`config.mk`:
```
export PLATFORM = sky130hd
export DESIGN_NAME = rv32_divider
export DESIGN_NICKNAME = d
export VERILOG_FILES = /design/src/rtl/rv32_divider.sv
export SDC_FILE = /design/constraint.sdc
export NUM_CORES = 1
export LEC_CHECK = 0
export BUFFER_PORTS_ARGS = -buffer_cell sky130_fd_sc_hd__buf_2
export CAP_MARGIN = 40
export CORE_UTILIZATION = 45
export DETAILED_ROUTE_END_ITERATION = 8
export PLACE_DENSITY = 0.62
export SETUP_SLACK_MARGIN = 0.1
export SYNTH_ARGS = -nofsm -noshare
export SYNTH_HDL_FRONTEND = slang
export SYNTH_SLANG_ARGS = --single-unit
```
`constraint.sdc`:
```
create_clock -name clk_i -period 7.6 [get_ports clk_i]
set_clock_uncertainty 0.2 [all_clocks]
set_input_delay 1.9 -clock clk_i [delete_from_list [all_inputs] [get_ports clk_i]]
set_output_delay 1.9 -clock clk_i [all_outputs]
set_load 0.005 [all_outputs]
```
`src/rtl/rv32_divider.sv`:
```
// Iterative radix-2 restoring divider for RV32M DIV/DIVU/REM/REMU.
// One quotient bit per cycle, then a sign-fix cycle; special cases finish in one cycle.
module rv32_divider #(
  parameter int WIDTH = 32
) (
  input  logic             clk_i,
  input  logic             rst_i,
  input  logic             start_i,
  input  logic [1:0]       op_i,
  input  logic [WIDTH-1:0] val1_i,
  input  logic [WIDTH-1:0] val2_i,
  input  logic             flush_i,
  output logic             busy_o,
  output logic             done_o,
  output logic [WIDTH-1:0] result_o
);

  localparam int CW = $clog2(WIDTH);
  localparam logic [WIDTH-1:0] MIN_NEG = {1'b1, {(WIDTH-1){1'b0}}};

  typedef enum logic [1:0] {IDLE, CALC, FIX, DONE} state_t;

  state_t           state_q;
  logic [1:0]       op_q;
  logic [WIDTH-1:0] rem_q, quo_q, div_q, result_q;
  logic [CW-1:0]    cnt_q;
  logic             qneg_q, rneg_q, busy_q, done_q;

  logic             signed_op, neg1, neg2, div_zero, ovf;
  logic [WIDTH-1:0] mag1, mag2, special_res, quo_fix, rem_fix, fix_res;
  logic [WIDTH:0]   shifted, trial;

  always_comb begin
    signed_op   = ~op_i[0];
    neg1        = signed_op & val1_i[WIDTH-1];
    neg2        = signed_op & val2_i[WIDTH-1];
    mag1        = neg1 ? (~val1_i + 1'b1) : val1_i;
    mag2        = neg2 ? (~val2_i + 1'b1) : val2_i;
    div_zero    = (val2_i == '0);
    ovf         = signed_op && (val1_i == MIN_NEG) && (&val2_i);
    special_res = div_zero ? (op_i[1] ? val1_i : '1)
                           : (op_i[1] ? '0 : MIN_NEG);
    // WIDTH+1-bit trial subtract: bit WIDTH set means the shifted remainder was below the divisor
    shifted     = {rem_q, quo_q[WIDTH-1]};
    trial       = shifted - {1'b0, div_q};
    quo_fix     = qneg_q ? (~quo_q + 1'b1) : quo_q;
    rem_fix     = rneg_q ? (~rem_q + 1'b1) : rem_q;
    fix_res     = op_q[1] ? rem_fix : quo_fix;
  end

  always_ff @(posedge clk_i) begin
    if (rst_i) begin
      state_q  <= IDLE;
      op_q     <= '0;
      rem_q    <= '0;
      quo_q    <= '0;
      div_q    <= '0;
      result_q <= '0;
      cnt_q    <= '0;
      qneg_q   <= 1'b0;
      rneg_q   <= 1'b0;
      busy_q   <= 1'b0;
      done_q   <= 1'b0;
    end else begin
      done_q <= 1'b0;
      if (flush_i) begin
        state_q <= IDLE;
        busy_q  <= 1'b0;
      end else begin
        case (state_q)
          IDLE, DONE: begin
            if (start_i) begin
              op_q   <= op_i;
              cnt_q  <= '0;
              rem_q  <= '0;
              quo_q  <= mag1;
              div_q  <= mag2;
              qneg_q <= neg1 ^ neg2;
              rneg_q <= neg1;
              if (div_zero || ovf) begin
                state_q  <= DONE;
                done_q   <= 1'b1;
                busy_q   <= 1'b0;
                result_q <= special_res;
              end else begin
                state_q <= CALC;
                busy_q  <= 1'b1;
              end
            end else begin
              state_q <= IDLE;
              busy_q  <= 1'b0;
            end
          end
          CALC: begin
            if (!trial[WIDTH]) begin
              rem_q <= trial[WIDTH-1:0];
              quo_q <= {quo_q[WIDTH-2:0], 1'b1};
            end else begin
              rem_q <= shifted[WIDTH-1:0];
              quo_q <= {quo_q[WIDTH-2:0], 1'b0};
            end
            cnt_q <= cnt_q + 1'b1;
            if (cnt_q == CW'(WIDTH-1)) state_q <= FIX;
          end
          FIX: begin
            result_q <= fix_res;
            state_q  <= DONE;
            done_q   <= 1'b1;
            busy_q   <= 1'b0;
          end
          default: begin
            state_q <= IDLE;
            busy_q  <= 1'b0;
          end
        endcase
      end
    end
  end

  assign busy_o   = busy_q;
  assign done_o   = done_q;
  assign result_o = result_q;

endmodule

```
==> impl_metrics.toml, run 1 <==
[drt]
vias_per_cell = 5.82
ant_nets = 0
drtPass1Iterations = 5
wl_per_cell_um = 18.5
wirelength_um = 33700
drt_iter0_markers = 807
num_vias = 10600
drc_errors = 0

[floorplanning]
placementRows = 55
die_x_um = 156
initial_core_util_pct = 46.5
die_area_um2 = 24300
ioPinCount = 104
core_um2 = 22900
fp.dieH_um = 156

[place]
dpl.cell_count = 1793
io_buffers = 103
dp_hpwl_um = 25600
gp_congestion = 0.940
dp_slack_ns = 2.06

[setup_path]
path_cells = "buf_2 > nor4_1 > nand3_1 > nor4_1 > nand2_1 > o21ai_2 > a21o_1 > buf_16 > o311ai_0 > o21ai_0 > nor2_1"
endpoint = "result_o[2]$_SDFFE_PP0P_"
crit_arrival_ns = 5.24
r2r-start = "quo_q[31]$_SDFFE_PP0P_"
worstPathRequired_ns = 7.70
ff2ff_path_depth = 13
critPathLaunch = "val2_i[3]"
crit_cells = 11
crit_type = "input port to flip-flop"
r2r_end = "rem_q[13]$_SDFFE_PP0P_"
critical_path_peak_fanout = 35
path_delay_family = "simple AND/OR/NAND/NOR gates"
crit_buf_inv = 2
slowest_delay_ns = 0.64
start_kind = "input port"
cp_common_cell = "nor4_1"
critPathSlowestCell = "nor4_1"
crit_path_end_kind = "flip-flop"
reg2reg_setup_slack_ns = 3.53

[power]
p_leak_uw = 0.00462
power.density_nw_per_um2 = 183
ir_drop_v = 0.000136

[logic_synthesis]
ys_ff_latch = 140
synthFlopType = "dfxtp_1"
synthTopCellsByArea = "dfxtp_1 26%, o21ai_0 6.4%, nand2_1 6.4%"
seq_area_frac_synth_pct = 26.3
synth_cells = 1447
synth.distinct_cells = 69
synth_nets = 1560
synth_top_area_cell = "dfxtp_1"
synth.top_cell.area_share_pct = 26.3
synth_area_um2 = 10700
ys_async_sr_fraction_pct = 0
synth-edff-count = 0
synth_area_per_cell_um2 = 7.37
yosys_warnings = 0

[final_layout]
diodes = 0
drive_gt1_share_pct = 12.1
area_growth_pct = 13.6
layout.cells.non_filler = 1825
layout_commonest_cell = "nand2_1"
nNetsFinal = 1612
layout_common_cells = "181 x nand2_1, 152 x nor2_1, 140 x dfxtp_1, 136 x o21ai_0, 102 x buf_2"

[clocking]
numCtsBuffers = 17
clk_path_buf_depth = 2
postCtsSetupBuffers = 0
ctsResizeCount = 0
cts_tree = "built"
clk_latency_ns = 0.44
cts-root-buf = "clkbuf_16"
clkTransAtPathRegs_ns = 0.06
cts_hold_buf = 0
htreeDepth = 4
cts_num_sinks = 140

[grt]
grtUsageTotal_pct = 28.3
antenna_found_initial = 0
grt_pass1_vias = 9757
grt_max_degree = 72
grt-ovfl-total = 0
grt_pass1_wl_um = 53800

[sta]
finalCritPeriodShare_pct = 67.6
fmax_mhz = 195
finalWorstPathRequiredPeriod_ns = 5.14
tns_ns = 0
worstMarginPinSlew_ns = 0.867
slew_viol_final = 0
rsz0062_at_grt = "no"
slew-limit-headroom_pct = 41.7
postLayoutSetupSlackWorst_ns = 2.46
hold_viol = 0
setup-violations-final = 0

[min_path]
hold_class = "flip-flop to flip-flop"

[run_status]
outcome = "complete, no violations"

[job]
cap_violations = 0
==> flip-flops by register name, summed over array words and instances, names as in the netlist, 2 cells and up <==
register  count
result_o     32
quo_q        32
rem_q        32
cnt_q         5
state_q       2
div_q        32
==> per-stage QoR <==
| step | util (%) | hold slack (ns) | power (µW) | cell area (µm²) |
|---|---|---|---|---|
| detailed placement | 49.9 | 0.246 | 1250 | 11400 |
| global placement | 49.6 | 0.244 | 1250 | 11400 |
| floorplan | - | 0.232 | 1110 | 10700 |
| global route | 52.9 | 0.258 | 2310 | 12100 |
| finish | 52.9 | 0.253 | 2220 | 12100 |
| CTS | 52.9 | 0.253 | 2220 | 12100 |
==> worst min-delay path by stage <==
stage          slack, ns  depth (start not counted)              startpoint                endpoint
5_1_grt             0.26                          2  div_q[31]$_SDFFE_PP0P_  div_q[31]$_SDFFE_PP0P_
4_1_cts             0.25                          2  div_q[31]$_SDFFE_PP0P_  div_q[31]$_SDFFE_PP0P_
3_3_place_gp        0.24                          2  div_q[31]$_SDFFE_PP0P_  div_q[31]$_SDFFE_PP0P_
6_report            0.25                          2  div_q[31]$_SDFFE_PP0P_  div_q[31]$_SDFFE_PP0P_
2_1_floorplan       0.23                          2  div_q[13]$_SDFFE_PP0P_  div_q[13]$_SDFFE_PP0P_
3_5_place_dp        0.25                          2  div_q[31]$_SDFFE_PP0P_  div_q[31]$_SDFFE_PP0P_
==> worst register-to-register path: stages, from the launching register on <==
cell,delay (ns)
dfxtp_1,0.35
inv_1,0.14
ha_1,0.27
fa_1,0.40
nand2b_1,0.21
a21oi_1,0.27
o221ai_1,0.28
o31a_1,0.36
o21bai_1,0.26
nand4_1,0.15
nand3_2,0.21
buf_4,0.47
mux2i_1,0.29
o21ai_0,0.10
==> layout make-up <==
class / instances / area, µm²
clock buffer: 18 / 429
fill: 2272 / 10800
sequential: 140 / 2800
inverter: 55 / 206
timing repair buffer: 121 / 708
clock inverter: 14 / 243
tap: 313 / 392
multi-input combinational: 1164 / 7330
==> cells by family after synthesis <==
logic type                 after synthesis  share of synthesized area, %
adders and majority gates               43                          5.12
and+or+nand+nor                        514                          22.6
DFF                                    140                          26.3
muxes                                   34                          3.19
buffers and inverters                  143                          5.12
xor gates and xnor gates               142                          11.7
AOI/OAI and AO/OA                      431                          26.0
==> cells in the mapped netlist (13+ instances only) <==
cell,number
a211oi_1,35
inv_1,54
a21oi_1,92
nand3_1,13
mux2i_1,34
dfxtp_1,140
nand2b_1,16
xor2_1,72
or3_1,18
nor3_1,30
clkbuf_1,78
o311ai_0,16
ha_1,42
nand4_1,17
nor4_1,25
o31ai_1,26
nand2_1,181
nor2_1,155
xnor2_1,70
o21ai_0,136
o211ai_1,25
a21o_1,14
==> report_power, final <==
group          switching (µW)  total (µW)  internal [µW]
Sequential               33.2         796            763
Combinational             277         444            167
Clock                     358         976            618
==> routing by layer <==
| layer | global-route usage, % | wire [µm] |
|---|---|---|
| met4 | 9.90 | 828 |
| met3 | 4.94 | 1900 |
| met5 | 0 | 0 |
| met1 | 39.8 | 16200 |
| met2 | 43.4 | 14800 |
Power figures use the tool's default switching activity.
==> inputs of run 2 (changes only) <==
Settings changed: ABC_AREA from default to 1.
Clock period 7.6 ns to 5.1 ns, I/O delays scaled along.
==> impl_metrics.toml, run 2 <==
[run_status]
outcome = "complete, no violations"

[setup_path]
worstPathRequired_ns = 5.23
r2r-start = "quo_q[31]$_SDFFE_PP0P_"
start_kind = "input port"
crit_type = "input port to flip-flop"
critPathLaunch = "val2_i[0]"
critical_path_peak_fanout = 22
crit_arrival_ns = 3.72
crit_path_end_kind = "flip-flop"

[sta]
fmax_mhz = 278
slew_viol_final = 0
slew-limit-headroom_pct = 40.9
rsz0062_at_grt = "no"
hold_viol = 0
postLayoutSetupSlackWorst_ns = 1.51
tns_ns = 0
worstMarginPinSlew_ns = 0.886
hold_ws_ns = 0.261
finalCritPeriodShare_pct = 70.4
setup-violations-final = 0
finalWorstPathRequiredPeriod_ns = 3.59

[drt]
drc_errors = 0
ant_nets = 0
wirelength_um = 48400
num_vias = 15100
wl_per_cell_um = 17.4
vias_per_cell = 5.40
drtPass1Iterations = 6
drt_iter0_markers = 1604

[clocking]
clk_path_buf_depth = 2
clk_latency_ns = 0.45
clkTransAtPathRegs_ns = 0.06
numCtsBuffers = 17
cts_hold_buf = 0
cts_num_sinks = 140
cts_tree = "built"
postCtsSetupBuffers = 0
cts-root-buf = "clkbuf_16"
ctsResizeCount = 0
htreeDepth = 4

[min_path]
hold_class = "flip-flop to flip-flop"
hold_start = "result_o[3]$_SDFFE_PP0P_"

[power]
p_seq_share_pct = 35.6
switchingPower_uw = 1200
p_leak_uw = 0.00750
switching_share_pct = 35.9
ir_drop_v = 0.000261
power_frac_clock_pct = 38.6
power.density_nw_per_um2 = 232
p_comb_share_pct = 25.8
intPower_uw = 2130

[final_layout]
drive_gt1_share_pct = 7.48
diodes = 0
layout.cells.non_filler = 2785
nNetsFinal = 2507
layout_common_cells = "631 x nand2_1, 358 x inv_1, 285 x nor2_1, 239 x nand3_1, 184 x a21oi_1"
fin_util_pct = 51.3
area_growth_pct = 11.3
layout_commonest_cell = "nand2_1"

[floorplanning]
initial_core_util_pct = 46.1
ioPinCount = 104
placementRows = 61
die_area_um2 = 29400
fp.dieH_um = 171
core_um2 = 28000
die_x_um = 171

[logic_synthesis]
ys_async_sr_fraction_pct = 0
synth.top_cell.area_share_pct = 21.7
yosys_warnings = 0
synth_cells = 2333
ys_ff_latch = 140
synth_area_per_cell_um2 = 5.53
synth_most_common_cell = "nand2_1"
synth-edff-count = 0
synth.distinct_cells = 39
synth_top_area_cell = "dfxtp_1"
seq_area_frac_synth_pct = 21.7
synthTopCellsByArea = "dfxtp_1 22%, nand2_1 18%, inv_1 10%"
synthFlopType = "dfxtp_1"
synth_nets = 2446
synthTopCellsByCount = "631 x nand2_1, 358 x inv_1, 286 x nor2_1, 239 x nand3_1, 184 x a21oi_1"
synth_area_um2 = 12900

[grt]
grt_max_degree = 49
grt_pass1_vias = 13100
antenna_found_initial = 2
grt-ovfl-total = 0
grt_pass1_wl_um = 73800
grtUsageTotal_pct = 33.3

[place]
dpl.cell_count = 2753
dp_slack_ns = 1.09
dp_hpwl_um = 38800
gp_congestion = 0.988
io_buffers = 103

[job]
cap_violations = 0
run 2: cell count changes after synthesis, sizes merged, moves of 18 or more:
cell	delta
a211oi	-33
a21oi	+94
inv	+304
mux2i	-34
nand2	+454
nand3	+227
nand4	+21
nor2	+138
nor4	-22
o21ai	+27
o31ai	-29
or3	-18
xnor2	-44
xor2	-41
run 2: through the flow:
stage	total power (µW)	cell area, µm²
6_report	3330	14400
5_1_grt	3480	14400
4_1_cts	3320	14400
3_5_place_dp	2040	13800
3_3_place_gp	2030	13700
2_1_floorplan	1750	12900
run 2: power groups by stage:
| stage | sequential, µW | clock (µW) | combinational, µW |
|---|---|---|---|
| floorplan | 1190 | 0 | 569 |
| global placement | 1210 | 0 | 825 |
| detailed placement | 1210 | 0 | 833 |
| CTS | 1180 | 1300 | 837 |
| global route | 1190 | 1340 | 950 |
| finish | 1180 | 1290 | 857 |
run 2: kinds of logic after synthesis:
logic type | after synthesis | share of synthesized area [%]
xor+xnor | 57 | 3.87
fa+ha+maj | 43 | 4.23
buf+inv | 444 | 13.2
simple gates | 1259 | 41.0
flops | 140 | 21.7
compound gates | 390 | 16.0
run 2: final timing paths:
path                          endpoint  slack [ns]  cells after the start
max          result_o[19]$_SDFFE_PP0P_        1.51                     14
min           result_o[3]$_SDFFE_PP0P_        0.26                      2
max reg2reg     rem_q[31]$_SDFFE_PP0P_        1.72                     19
min reg2reg   result_o[3]$_SDFFE_PP0P_        0.26                      2
run 2: critical path: stages:
cell and delay (ns):
buf_2 0.12, inv_1 0.07, ha_1 0.17, nand3_1 0.12
nor2_2 0.19, nand3_1 0.20, nor2_4 0.19, inv_2 0.05
nand2_2 0.07, nand2_2 0.10, nand2_2 0.13, nand2_1 0.52
nor3_1 0.43, nor2_1 0.06
run 2: layer usage:
layer	GRT usage, %	routed length, µm
met2	47.3	19300
met5	0	10
met4	7.34	646
met3	8.42	5060
met1	49.6	23400
run 2: final cells by class:
class / count / area, µm²
clock buffers: 19 / 443
well taps: 378 / 473
flip-flops and latches: 140 / 2800
repair buffers: 125 / 731
inverters: 361 / 1360
clock inverters: 13 / 143
fillers: 3101 / 13700
multi-input cells: 1749 / 8410
